==> src/rtl/seg7_scan_driver.sv <==
// seg7_scan_driver: multiplexed multi-digit 7-segment driver with a
// double-buffered BCD value and optional leading-zero blanking.
// Optional build macro SEG7_ANTIGHOST_EN: blanks dig_en during the first
// output cycle of each digit slot so slow digit drivers cannot ghost.
module seg7_scan_driver #(
    parameter int NUM_DIGITS     = 4,
    parameter int REFRESH_DIV    = 50000,
    parameter bit SEG_ACTIVE_LOW = 1'b1,
    parameter bit DIG_ACTIVE_LOW = 1'b1
) (
    input  logic                    clk,
    input  logic                    rst,
    input  logic [4*NUM_DIGITS-1:0] value_in,
    input  logic                    load,
    input  logic                    blank_lz,
    output logic [6:0]              seg_out,
    output logic [NUM_DIGITS-1:0]   dig_en,
    output logic                    frame_start
);

    localparam int IDX_W = (NUM_DIGITS > 1) ? $clog2(NUM_DIGITS) : 1;
    localparam int CNT_W = $clog2(REFRESH_DIV);

    localparam logic [CNT_W-1:0]      CNT_LAST = CNT_W'(REFRESH_DIV - 1);
    localparam logic [IDX_W-1:0]      IDX_LAST = IDX_W'(NUM_DIGITS - 1);
    localparam logic [6:0]            SEG_OFF  = {7{SEG_ACTIVE_LOW}};
    localparam logic [NUM_DIGITS-1:0] DIG_OFF  = {NUM_DIGITS{DIG_ACTIVE_LOW}};

    logic [CNT_W-1:0]        cnt;
    logic [IDX_W-1:0]        idx;
    logic [4*NUM_DIGITS-1:0] shadow;
    logic [4*NUM_DIGITS-1:0] active;
    logic [NUM_DIGITS-1:0]   lz_mask;
    logic [3:0]              cur_nibble;
    logic [6:0]              raw_pattern;
    logic [NUM_DIGITS-1:0]   dig_sel;
    logic                    wrap;

    // Active-low segment pattern (a..g) for one BCD nibble; non-BCD codes are dark.
    function automatic logic [6:0] decode(input logic [3:0] n);
        case (n)
            4'd0:    decode = 7'b0000001;
            4'd1:    decode = 7'b1001111;
            4'd2:    decode = 7'b0010010;
            4'd3:    decode = 7'b0000110;
            4'd4:    decode = 7'b1001100;
            4'd5:    decode = 7'b0100100;
            4'd6:    decode = 7'b0100000;
            4'd7:    decode = 7'b0001111;
            4'd8:    decode = 7'b0000000;
            4'd9:    decode = 7'b0000100;
            default: decode = 7'b1111111;
        endcase
    endfunction

    assign wrap = (cnt == CNT_LAST) && (idx == IDX_LAST);

    // Prescaler sets the slot width; the digit index steps once per slot and wraps.
    always_ff @(posedge clk) begin
        if (rst) begin
            cnt <= '0;
            idx <= '0;
        end else if (cnt == CNT_LAST) begin
            cnt <= '0;
            idx <= (idx == IDX_LAST) ? '0 : idx + 1'b1;
        end else begin
            cnt <= cnt + 1'b1;
        end
    end

    // Shadow takes every load; active only copies the old shadow at the frame wrap.
    always_ff @(posedge clk) begin
        if (rst) begin
            shadow <= '0;
            active <= '0;
        end else begin
            if (load) begin
                shadow <= value_in;
            end
            if (wrap) begin
                active <= shadow;
            end
        end
    end

    // Mark digits that are zero with only zeros above them; digit 0 always shows.
    always_comb begin
        logic seen;
        seen    = 1'b0;
        lz_mask = '0;
        for (int i = NUM_DIGITS - 1; i >= 1; i--) begin
            if (active[4*i +: 4] != 4'd0) begin
                seen = 1'b1;
            end
            lz_mask[i] = ~seen;
        end
    end

    // Select the current digit's nibble, pattern and one-hot enable.
    always_comb begin
        cur_nibble  = active[{idx, 2'b00} +: 4];
        raw_pattern = (blank_lz && lz_mask[idx]) ? 7'b1111111 : decode(cur_nibble);
        dig_sel     = (NUM_DIGITS'(1) << idx) ^ DIG_OFF;
    end

    // Register the pins one cycle behind the index; frame_start marks digit 0's first cycle.
    always_ff @(posedge clk) begin
        if (rst) begin
            seg_out     <= SEG_OFF;
            dig_en      <= DIG_OFF;
            frame_start <= 1'b0;
        end else begin
            seg_out     <= raw_pattern ^ {7{~SEG_ACTIVE_LOW}};
            frame_start <= (idx == '0) && (cnt == '0);
`ifdef SEG7_ANTIGHOST_EN
            dig_en      <= (cnt == '0) ? DIG_OFF : dig_sel;
`else
            dig_en      <= dig_sel;
`endif
        end
    end

endmodule

==> config.mk <==
export PLATFORM = sky130hd
export DESIGN_NAME = seg7_scan_driver
export DESIGN_NICKNAME = d
export VERILOG_FILES = /design/src/rtl/seg7_scan_driver.sv
export SDC_FILE = /design/constraint.sdc
export NUM_CORES = 1
export LEC_CHECK = 0
export ABC_AREA = 1
export BUFFER_PORTS_ARGS = -buffer_cell sky130_fd_sc_hd__clkbuf_2
export CELL_PAD_IN_SITES_DETAIL_PLACEMENT = 1
export CELL_PAD_IN_SITES_GLOBAL_PLACEMENT = 1
export CORE_UTILIZATION = 35
export CTS_CLUSTER_DIAMETER = 40
export CTS_CLUSTER_SIZE = 40
export DETAILED_ROUTE_END_ITERATION = 10
export HOLD_SLACK_MARGIN = 0.1
export PLACE_DENSITY_LB_ADDON = 0.1
export SKIP_CTS_REPAIR_TIMING = 1
export SLEW_MARGIN = 10
export SYNTH_ARGS = -nofsm -noshare
export SYNTH_HDL_FRONTEND = slang
export SYNTH_SLANG_ARGS = --single-unit
==> constraint.sdc <==
create_clock -name clk -period 5.2 [get_ports clk]
set_clock_uncertainty 0.15 [all_clocks]
set_input_delay 1.04 -clock clk [delete_from_list [all_inputs] [get_ports clk]]
set_output_delay 1.04 -clock clk [all_outputs]
set_load 0.1 [all_outputs]
==> results.json <==
{
  "outcome": "completed",
  "cp_max_fo": 1,
  "antenna_found_initial": 0,
  "timing.rr.start": "idx[0]",
  "path_class": "reg2out",
  "cts_tree": "yes",
  "yosysMostFrequentCell": "nand2_1",
  "yosys-top-cells-count": "nand2_1 (94), inv_1 (72), dfxtp_1 (62)",
  "grt_overflow": 0,
  "async_reset_ff_frac": 0,
  "rows": 33,
  "fin_total_pwr_mw": 0.984,
  "synth_cell_types": 26,
  "antennaDiodeCount": 0,
  "dp_hpwl_um": 5120,
  "rsz0062_at_grt": "false",
  "syn_to_final_growth_pct": 13.9,
  "synth_top_area_frac": 0.418,
  "synth_seq_cells": 62,
  "die_w_um": 94.2,
  "drt_first_pass_iters": 4,
  "maxCapViolCount": 0,
  "seq_area_frac_synth": 0.418,
  "critical_path_arrival_ns": 1.13,
  "whs_ns": 0.307,
  "nets": 486,
  "grt_pass1_wl_um": 12200,
  "placed_cell_area_mm2": 0.00320,
  "port_buffers": 31,
  "slew_headroom": 0.481,
  "cp_slowest_cell": "clkbuf_2",
  "holdCritPathClass": "reg2reg",
  "vias": 2632,
  "gp_congestion": 0.759,
  "htreeDepth": 3,
  "crit_buf_inv": 1,
  "clockRootBuffer": "clkbuf_8",
  "drc": 0,
  "fp.dieH_um": 94.2,
  "pre_cts_ws_ns": 2.90,
  "grt_pass1_vias": 2662,
  "cts_buffers": 9,
  "p_per_area_mw_per_mm2": 291,
  "clock_sinks": 62,
  "dpl.cell_count": 548,
  "synth_top_area_cell": "dfxtp_1",
  "crit_start": "frame_start",
  "fmax_mhz": 431,
  "fin_util": 0.412,
  "design.die.area_mm2": 0.00887,
  "track_usage": 0.179,
  "crit_path_max_incr_delay_ns": 0.46,
  "report.final.hold_viol_count": 0,
  "cts.path.max_buffers": 2,
  "finalSetupViolCount": 0,
  "reg2reg_slack_ns": 3.00,
  "drtIter0Drc": 45,
  "via_per_inst": 4.67,
  "worst_slack_ns": 2.88,
  "final_cells": 563,
  "drv_slew": 0,
  "clk_pin_slew_worst_paths_ns": 0.07,
  "min-delay-start": "shadow[8]",
  "crit_required_ns": 4.01,
  "wl_um": 7080,
  "end_kind": "output pin",
  "vdd_drop_max_uv": 113,
  "start_kind": "flip-flop",
  "crit_family": "buffers and inverters",
  "finalInstanceArea_mm2": 0.00339,
  "syn-num-nets": 457,
  "tns_ns": 0,
  "ys.flop_type": "dfxtp_1",
  "wire_per_inst_um": 12.6,
  "period_minus_slack_ns": 2.32,
  "fin_crit_sh": 0.446,
  "core-area_mm2": 0.00822,
  "ys_warn_count": 0,
  "layout-drive-gt1-share": 0.124,
  "grt_max_degree": 41,
  "syn_area_mm2": 0.00297,
  "synth_cells": 425,
  "start_util": 0.362,
  "tightest_slew_ns": 0.778,
  "io_pins": 32,
  "p_leak_nw": 1.52,
  "ant_nets": 0,
  "clkLatencyLatePin_ns": 0.34,
  "crit_chain": "clkbuf_2",
  "ys_top_cells_by_area": "dfxtp_1 (42%), nand2_1 (12%), inv_1 (9.1%), nor2_1 (5.8%), nand4_1 (5.5%)",
  "synth_edf_count": 0,
  "syn_area_per_cell_um2": 6.99
}
==> registers in the layout (all words and copies together) (netlist names) <==
register / cells
active: 16
cnt: 16
dig_en: 4
frame_start: 1
idx: 2
seg_out: 7
shadow: 16
==> cells in the final DEF, fill, tap and decap left out, types with 2 or more instances in the layout <==
master	netlist	routed
inv_2	5	5
inv_1	72	72
nor3_1	6	6
a21oi_1	25	25
nand4_1	26	26
nand3_1	29	29
o21ai_0	20	20
nor2_1	46	46
clkinv_2	0	2
xor2_1	4	4
dfxtp_1	62	62
ha_1	12	12
clkbuf_2	0	31
nand2_1	94	94
nand3b_1	2	2
clkbuf_8	0	10
==> final timing paths <==
path,endpoint,cells past startpoint
setup / recovery,frame_start,1
hold reg to reg,shadow[8],2
setup reg to reg,active[13],5
hold / removal,shadow[8],2
==> cells by family after synthesis <==
family | count (synthesis) | synth area share
compound gates | 46 | 0.0787
simple gates | 209 | 0.320
flops | 62 | 0.418
buf+inv | 92 | 0.122
xor+xnor | 4 | 0.0118
fa+ha+maj | 12 | 0.0505
==> worst register-to-register path, delay by kind of cell (launching register included) <==
kind                     cells  cell delay [ns]
adder cells (fa/ha/maj)      1             0.75
flip-flops                   1             0.63
AND/OR/NAND/NOR              3             0.56
buffers and inverters        1             0.05
==> final cells by class <==
class                      instances  area (um2)
clock buffer                      11         141
clock inverter                     4        47.5
fill                            1091        4830
inverter                          78         293
multi-input combinational        271        1370
sequential                        62        1240
tap                              105         131
timing repair buffer              32         163
==> where the power goes <==
| part | internal (mW) | switching, mW |
|---|---|---|
| clock network | 0.230 | 0.188 |
| registers | 0.489 | 0.00476 |
| logic | 0.0181 | 0.0537 |
| total | 0.737 | 0.247 |
==> per-layer routing <==
layer | vias up | track usage | share of wire
li1 | 1388 | - | -
met1 | 1196 | 0.216 | 0.49
met2 | 37 | 0.307 | 0.46
met3 | 11 | 0.0332 | 0.035
met4 | 0 | 0.0808 | 0.015
met5 | - | 0 | 0
No activity file was read; power rests on OpenSTA's default activity.
